===== src/rtl/medicine_stock_ctrl.sv =====
// Pill-dispenser stock controller: one saturating counter per slot, a running total,
// low-stock flags and an ASCII snapshot report streamed over a valid/ready handshake.
module medicine_stock_ctrl #(
    parameter int SLOTS      = 10,
    parameter int CNT_W      = 4,
    parameter int MAX_CNT    = 9,
    parameter int LOW_THRESH = 1,
    parameter int SUM_W      = 8
) (
    input  logic             clk,
    input  logic             rst,
    input  logic [SLOTS-1:0] sel_i,
    input  logic             inc_i,
    input  logic             dec_i,
    input  logic             report_req_i,
    input  logic             tx_ready_i,
    output logic [CNT_W-1:0] sel_count_o,
    output logic             sel_valid_o,
    output logic [SUM_W-1:0] total_o,
    output logic [SLOTS-1:0] low_mask_o,
    output logic             low_alarm_o,
    output logic             sat_err_o,
    output logic [7:0]       tx_data_o,
    output logic             tx_valid_o,
    output logic             busy_o
);
    localparam int               IDX_W    = (SLOTS > 1) ? $clog2(SLOTS) : 1;
    localparam logic [CNT_W-1:0] MAX_V    = CNT_W'(MAX_CNT);
    localparam logic [CNT_W-1:0] LOW_V    = CNT_W'(LOW_THRESH);
    localparam logic [IDX_W-1:0] LAST_IDX = IDX_W'(SLOTS - 1);
    localparam logic [7:0]       ASCII_0  = 8'h30;
    localparam logic [7:0]       ASCII_CR = 8'h0D;
    localparam logic [7:0]       ASCII_LF = 8'h0A;

    typedef enum logic [2:0] {
        IDLE,
        SNAP,
        SEND_SLOT,
        SEND_CR,
        SEND_LF
    } state_e;

    // ---------------------------------------------------------------- selection
    logic [SLOTS-1:0] sel_q;
    logic             sel_valid_q;
    logic             sel_onehot;
    logic [IDX_W-1:0] sel_idx;

    always_comb begin
        sel_idx = '0;
        for (int i = SLOTS - 1; i >= 0; i--) begin
            if (sel_q[i]) sel_idx = IDX_W'(i);
        end
    end

    assign sel_onehot = (sel_q != '0) && ((sel_q & (sel_q - SLOTS'(1))) == '0);

    // ---------------------------------------------------------------- counters
    logic [CNT_W-1:0] count_q [SLOTS];
    logic [CNT_W-1:0] count_d [SLOTS];
    logic [SUM_W-1:0] total_q, total_d;
    logic [CNT_W-1:0] cur_cnt;
    logic             slot_hit;
    logic             reject_d, reject_q;
    logic             sat_err_q;
    logic [CNT_W-1:0] sel_count_q, sel_count_d;
    logic [SLOTS-1:0] low_mask_q, low_mask_d;
    logic             low_alarm_q;

    // NOTE: every signal driven here gets its default first, so no path can infer a latch.
    always_comb begin
        count_d     = count_q;
        total_d     = total_q;
        reject_d    = 1'b0;
        cur_cnt     = count_q[sel_idx];
        slot_hit    = sel_valid_q && sel_q[sel_idx];
        sel_count_d = slot_hit ? cur_cnt : '0;

        // inc together with dec cancels out and is not treated as a tick
        if (inc_i ^ dec_i) begin
            if (!slot_hit) begin
                reject_d = 1'b1;
            end else if (inc_i) begin
                if (cur_cnt < MAX_V) begin
                    count_d[sel_idx] = cur_cnt + CNT_W'(1);
                    total_d          = total_q + SUM_W'(1);
                end else begin
                    reject_d = 1'b1;
                end
            end else begin
                if (cur_cnt != '0) begin
                    count_d[sel_idx] = cur_cnt - CNT_W'(1);
                    total_d          = total_q - SUM_W'(1);
                end else begin
                    reject_d = 1'b1;
                end
            end
        end

        for (int i = 0; i < SLOTS; i++) begin
            low_mask_d[i] = (count_q[i] <= LOW_V);
        end
    end

    // NOTE: state registers use non-blocking assignments so every flop samples pre-edge values.
    always_ff @(posedge clk or posedge rst) begin
        if (rst) begin
            sel_q       <= '0;
            sel_valid_q <= 1'b0;
            sel_count_q <= '0;
            total_q     <= '0;
            low_mask_q  <= '1;
            low_alarm_q <= 1'b1;
            reject_q    <= 1'b0;
            sat_err_q   <= 1'b0;
            // NOTE: the counters are architectural state and must clear on reset.
            for (int i = 0; i < SLOTS; i++) count_q[i] <= '0;
        end else begin
            sel_q       <= sel_i;
            sel_valid_q <= sel_onehot;
            sel_count_q <= sel_count_d;
            total_q     <= total_d;
            low_mask_q  <= low_mask_d;
            low_alarm_q <= |low_mask_d;
            reject_q    <= reject_d;
            sat_err_q   <= reject_q;
            count_q     <= count_d;
        end
    end

    // ---------------------------------------------------------------- report FSM
    state_e           state_q, state_d;
    logic [IDX_W-1:0] idx_q, idx_d;
    logic [CNT_W-1:0] snap_q [SLOTS];
    logic             snap_load;
    logic [7:0]       tx_data_q, tx_data_d;
    logic             tx_valid_q, tx_valid_d;
    logic             busy_q, busy_d;
    logic             xfer;

    assign xfer = tx_valid_q && tx_ready_i;

    always_comb begin
        state_d    = state_q;
        idx_d      = idx_q;
        tx_data_d  = tx_data_q;
        tx_valid_d = tx_valid_q;
        busy_d     = busy_q;
        snap_load  = 1'b0;

        unique case (state_q)
            IDLE: begin
                if (report_req_i) state_d = SNAP;
            end
            SNAP: begin
                // snapshot is loaded on this edge, so the first digit comes straight from the counter
                snap_load  = 1'b1;
                idx_d      = '0;
                state_d    = SEND_SLOT;
                tx_valid_d = 1'b1;
                busy_d     = 1'b1;
                tx_data_d  = ASCII_0 + 8'(count_q[0]);
            end
            SEND_SLOT: begin
                if (xfer) begin
                    if (idx_q == LAST_IDX) begin
                        state_d   = SEND_CR;
                        tx_data_d = ASCII_CR;
                    end else begin
                        idx_d     = idx_q + IDX_W'(1);
                        tx_data_d = ASCII_0 + 8'(snap_q[idx_d]);
                    end
                end
            end
            SEND_CR: begin
                if (xfer) begin
                    state_d   = SEND_LF;
                    tx_data_d = ASCII_LF;
                end
            end
            SEND_LF: begin
                if (xfer) begin
                    state_d    = IDLE;
                    tx_valid_d = 1'b0;
                    busy_d     = 1'b0;
                    tx_data_d  = 8'h00;
                end
            end
            default: begin
                state_d    = IDLE;
                tx_valid_d = 1'b0;
                busy_d     = 1'b0;
                tx_data_d  = 8'h00;
            end
        endcase
    end

    always_ff @(posedge clk or posedge rst) begin
        if (rst) begin
            state_q    <= IDLE;
            idx_q      <= '0;
            tx_data_q  <= 8'h00;
            tx_valid_q <= 1'b0;
            busy_q     <= 1'b0;
        end else begin
            state_q    <= state_d;
            idx_q      <= idx_d;
            tx_data_q  <= tx_data_d;
            tx_valid_q <= tx_valid_d;
            busy_q     <= busy_d;
        end
    end

    // Snapshot is always written in SNAP before any byte reads it, so it carries no reset.
    always_ff @(posedge clk) begin
        if (snap_load) snap_q <= count_q;
    end

    assign sel_count_o = sel_count_q;
    assign sel_valid_o = sel_valid_q;
    assign total_o     = total_q;
    assign low_mask_o  = low_mask_q;
    assign low_alarm_o = low_alarm_q;
    assign sat_err_o   = sat_err_q;
    assign tx_data_o   = tx_data_q;
    assign tx_valid_o  = tx_valid_q;
    assign busy_o      = busy_q;

endmodule


===== config.mk =====
export PLATFORM = sky130hd
export DESIGN_NAME = medicine_stock_ctrl
export DESIGN_NICKNAME = d
export VERILOG_FILES = /design/src/rtl/medicine_stock_ctrl.sv
export SDC_FILE = /design/constraint.sdc
export NUM_CORES = 1
export LEC_CHECK = 0
export CORE_ASPECT_RATIO = 0.75
export CORE_MARGIN = 1
export CORE_UTILIZATION = 57
export DETAILED_ROUTE_END_ITERATION = 12
export DONT_BUFFER_PORTS = 1
export PLACE_DENSITY = 0.75
export SYNTH_ARGS = -nofsm -noshare
export SYNTH_HDL_FRONTEND = slang
export SYNTH_SLANG_ARGS = --single-unit
export TNS_END_PERCENT = 10

===== constraint.sdc =====
create_clock -name clk -period 4.2 [get_ports clk]
set_input_delay 0.84 -clock clk [delete_from_list [all_inputs] [get_ports clk]]
set_output_delay 0.84 -clock clk [all_outputs]
set_load 0.01 [all_outputs]

======== Word-level counts from Yosys, hierarchy flattened ========
Index checks and enable logic that the tools add are counted.
operators by class
  reductions and logical operators ........ 17
  bitwise gates (word level) .............. 6
  order comparisons ....................... 15
  $add $sub $neg .......................... 8
  mux-type cells .......................... 51
  eq/ne operators ......................... 12
operator list
  cell                                                 count
  two-way mux 40 bit                                   3
  bitwise mux 40 bit                                   2
  two-way mux 4 bit                                    18
  two-way mux 8 bit                                    6
  <= comparator 4 x 1 -> 1 bit, second input constant  10
  one-hot mux 8 bit (5 select lines)                   1
  binary-select mux 4 bit (select 4 bit)               2
  demux 4 bit (select 4 bit)                           1
  two-way mux 3 bit                                    5
  one-hot mux 3 bit (5 select lines)                   1
  adder 6 x 4 -> 7 bit, first input constant           2
  inequality test 2 bit, second input constant         6
  AND 10 bit                                           1
  >= comparator 5 bit, second input constant           2
  zero test 10 bit                                     1
  inverter 4 -> 5 bit                                  2
  nonzero test 10 bit                                  1
  OR reduction 10 bit                                  1
  subtractor 10 x 1 -> 10 bit, second input constant   1
  adder 4 x 1 -> 4 bit, second input constant          2
  adder 8 x 1 -> 8 bit, second input constant          1
  two-way mux 1 bit                                    8
  one-hot mux 4 bit (2 select lines)                   1
  AND reduction 4 bit                                  2
  other kinds (23)                                     29
storage, ports and cells
  flip-flop bits (word level) ............. 132

======== Depth between registers and ports, before layout ========
  depth after elaboration ................. 19
  depth in mapped cells ................... 13

======== Worst setup path after synthesis ========
Ideal clock, no wire load.
  path kind ............................... register to register
  start ................................... register state_q[2]
  end ..................................... register idx_q[2]
  arrival ................................. 4537 ps
  path slack .............................. -465 ps
  required time ........................... 4072 ps
  cell stages (with the launch flop) ...... 8
  cell sequence ........................... dfrtp_1 -> clkbuf_1 -> nor3b_1 -> a21oi_1 -> a21oi_1 -> o31ai_1 -> nand2_1 -> o21ai_0
on the way
  word-level cells in the longest chain between the ends .. 3
  elaborated cells on any way between the ends .. 7
  classes of those cells .................. eq/ne: 4; mux: 1; reduce/logical: 2
RTL lines
  element                                                                              RTL line  RTL
  start, declared                                                                      132       state_e state_q, state_d;
  start signal, assigned                                                               206       state_q <= state_d;
  equality test 3 x 2 -> 1 bit / equality test 3 x 1 -> 1 bit (equally long branches)  151       unique case (state_q)
  inequality test 2 bit (no line) / nonzero test 2 bit (equally long branches)         -
  AND reduction 3 bit (no line)                                                        -
  end signal, assigned                                                                 207       idx_q <= idx_d;
  end, declared                                                                        133       logic [IDX_W-1:0] idx_q, idx_d;
Parallel ways exist; a longest one is shown, timed or not.
A chain may end at the register's enable or synchronous reset.

======== Final worst setup path ========
  start ................................... register sel_q[2]
  end ..................................... register count_q[9] in the netlist's numbering
on the way
  word-level cells in the longest chain between the ends .. 11
  elaborated cells on any way between the ends .. 27
  classes of those cells .................. add/sub: 2; order compare: 3; eq/ne: 1; mux: 15; bitwise: 1; reduce/logical: 5
RTL lines
  element                                                                              RTL line    RTL
  start, declared                                                                      44          logic [SLOTS-1:0] sel_q;
  start signal, assigned                                                               119         sel_q <= sel_i;
  two-way mux 4 bit (3 in a row)                                                       52          if (sel_q[i]) sel_idx = IDX_W'(i);
  inverter 4 -> 5 bit (not written as such)                                            75, 85, 92
  binary-select mux 4 bit (select 4 bit) (tied with other cells)                       75          cur_cnt = count_q[sel_idx];
  two-way mux 4 bit (not written as such) / logical AND 1 bit (equally long branches)  75, 85, 92
  two-way mux 4 bit (on tied branches)                                                 75, 85, 92
  subtractor 4 x 1 -> 4 bit (tied with other cells)                                    92          count_d[sel_idx] = cur_cnt - CNT_W'(1);
  bitwise mux 40 bit (on tied branches)                                                92, 85
  two-way mux 40 bit (on tied branches)                                                91, 84
  two-way mux 40 bit                                                                   83          end else if (inc_i) begin
  end signal, assigned                                                                 127         count_q <= count_d;
  end, declared                                                                        59          logic [CNT_W-1:0] count_q [SLOTS];
Parallel ways exist; a longest one is shown, timed or not. The select of a mux whose other input is x is not followed.

==> flow_metrics.tcl <==
set metrics [dict create \
    status "finished clean" \
    grt_max_degree 66 \
    async_flop_share_pct 69.0 \
    grt_pass1_wl_um 22500 \
    area_growth_syn_to_layout_pct 11.7 \
    rsz0062_at_grt "false" \
    worstMarginPinSlew_ps 812 \
    maxCapViolCount 0 \
    arrival_ps 4340 \
    firstDrtPassIters 5 \
    layout_common_cells "dfrtp_1 (78), mux2_2 (44), edfxtp_1 (40)" \
    use_met1_pct 40.5 \
    drv_slew 0 \
    synth_enable_flop_cells 40 \
    leakage_nw 2.88 \
    synth_cell_types 69 \
    place_congestion 0.947 \
    crit_fanout 12 \
    fin_worst_skew_ps 8.89 \
    grt_use_met2_pct 40.1 \
    clkLatencyLatePin_ps 420 \
    start_kind "register" \
    via_per_inst 6.53 \
    core_area_sq_um 10300 \
    synth_top_flop_cell "dfrtp_1" \
    die_h_um 91.5 \
    worstPathBufferInverterCount 0 \
    clockBufferDepth 2 \
    die_area_sq_um 11100 \
    track_usage_pct 27.6 \
    drt-initial-drc-count 458 \
    gr-total-overflow 0 \
    postRouteAntennaNets 0 \
    setup_violations 0 \
    grt_pass1_vias 3997 \
    diodes 0 \
    power_density_nw_per_um2 437 \
    setup_ws_ps 153 \
    path_cells "nor3_1 > a21boi_0 > nor2_1 > mux2i_1 > o211a_1 > ha_1 > and3_1 > o22ai_2 > nor4b_4 > mux2_2" \
    path_class "register to register" \
    cts_tree "done" \
    die_w_um 121 \
    max_slew_margin_pct 45.9 \
    syn-cell-area_sq_um 6080 \
    fin_crit_ps 4050 \
    routed-via-count 4099 \
    syn_avg_cell_area_sq_um 12.9 \
    start_util_pct 58.9 \
    final_common_cell "dfrtp_1" \
    ys_ff_latch 129 \
    clk_pin_slew_ps 60 \
    critical_path.top_delay_family "compound AO/OA/AOI/OAI gates" \
    regArea_sq_um 3440 \
    pre_cts_ws_ps 349 \
    cts-root-buf "clkbuf_16" \
    yosysSeqAreaShare_pct 56.6 \
    num-nets-final 506 \
    clock.fmax_mhz 247 \
    crit_path_end_kind "register" \
    required_ps 4490 \
    synth.largest_area_cell "dfrtp_1" \
    multi_input_area_sq_um 2490 \
    htree_levels 4 \
    drc 0 \
    antenna_found_initial 0 \
    min_path_type "input pin to asynchronous set/reset pin" \
    yosys.area.top_type_share_pct 32.1 \
    fillers 770 \
    grt.met3_usage_pct 6.22 \
    cts_buffers 17 \
    portBuffers 0 \
    synth_cells 472 \
    wl_per_cell_um 22.3 \
    place_hpwl_um 9650 \
    tns_ps 0 \
    final_hold_viol_count 0 \
    hold_buffers 0 \
    irDropWorstVdd_mv 0.294 \
    yosys_warnings 0 \
    synthTopCellsByArea "dfrtp_1 (32%), edfxtp_1 (20%), mux2_2 (8.1%)" \
    cpPeakStageDelay_ps 630 \
    wirelength_um 14000 \
    rows 32 \
    cts.sinks 129 \
    crit_path_top_delay_cell "a21boi_0" \
    drive_gt1_share_pct 25.2 \
    io_pins 51 \
    grt_busiest_layer "met1" \
    min_period_over_period_pct 96.4 \
]
[state kept, by name (all words and copies together), names as in the netlist, named ones only]
name / cells
sel_count_o: 4
sat_err_o: 1
low_alarm_o: 1
state_q: 3
idx_q: 4
busy_o: 1
low_mask_o: 10
count_q: 30
snap_q: 40
sel_valid_o: 1
reject_q: 1
tx_data_o: 5
sel_q: 10
total_o: 8
[through the flow]
stage / util, % / power [mW] / instances / instance area [sq um] / hold slack [ps]
floorplan: - / 1.52 / 473 / 6090 / 331
global placement: 60.2 / 1.57 / 596 / 6220 / 337
detailed placement: 60.2 / 1.58 / 596 / 6220 / 336
CTS: 65.7 / 2.98 / 628 / 6790 / 328
global route: 65.8 / 3.07 / 628 / 6800 / 337
finish: 65.8 / 2.97 / 628 / 6800 / 306
[metal layers]
layer  part of all wire [%]  up-vias
met1                     44     2096
li1                       -     1796
met5                      0        -
met4                    2.2        0
met2                     46      176
met3                    7.6       31
[layout make-up]
cell class	count	share of cell area, %
inverter	15	0.847
tap	136	2.50
sequential	129	50.6
clock inverter	13	1.88
multi-input combinational	307	36.6
clock buffer	19	6.52
timing repair buffer	9	0.994
[synth_stat cells (all sizes together), types with 11 or more instances]
cell    count
edfxtp     40
o21ai      14
nand2      13
inv        15
nor3       18
dfrtp      78
mux2       45
mux2i      17
nand3      11
clkbuf     13
dfstp      11
nor2       31
a21oi      28
[path summary, 6_finish.rpt]
kind	cells past startpoint	end	from	slack [ps]
hold / removal	1	idx_q[2]	rst	310
setup reg to reg	10	count_q[9]	sel_q[2]	150
min in group clk	0	sat_err_o	reject_q	350
max in group asynchronous	2	sel_valid_o	rst	2730
hold reg to reg	0	sat_err_o	reject_q	350
setup / recovery	10	count_q[9]	sel_q[2]	150
[kinds of logic (layout without fill, tap and decap cells)]
family	count (synthesis)	in the layout	synth area share, %
flip-flops	129	129	56.6
adder cells (fa/ha/maj)	13	13	2.71
other	1	2	0.0616
buffers and inverters	37	56	2.88
XOR/XNOR	12	12	1.73
AND/OR/NAND/NOR	113	113	10.9
AO/OA/AOI/OAI	97	97	11.0
multiplexers	70	70	14.1
[report_power, final]
group | switching, mW | internal, mW
Clock | 0.571 | 0.839
Combinational | 0.118 | 0.0716
Sequential | 0.0459 | 1.33
Total | 0.735 | 2.24
[repair_timing]
action                                  4_1_cts  5_1_grt
resized for setup                             0        1
endpoints found under the setup margin        0        3
setup buffers                                 0        0
Power figures use the tool's default switching activity.
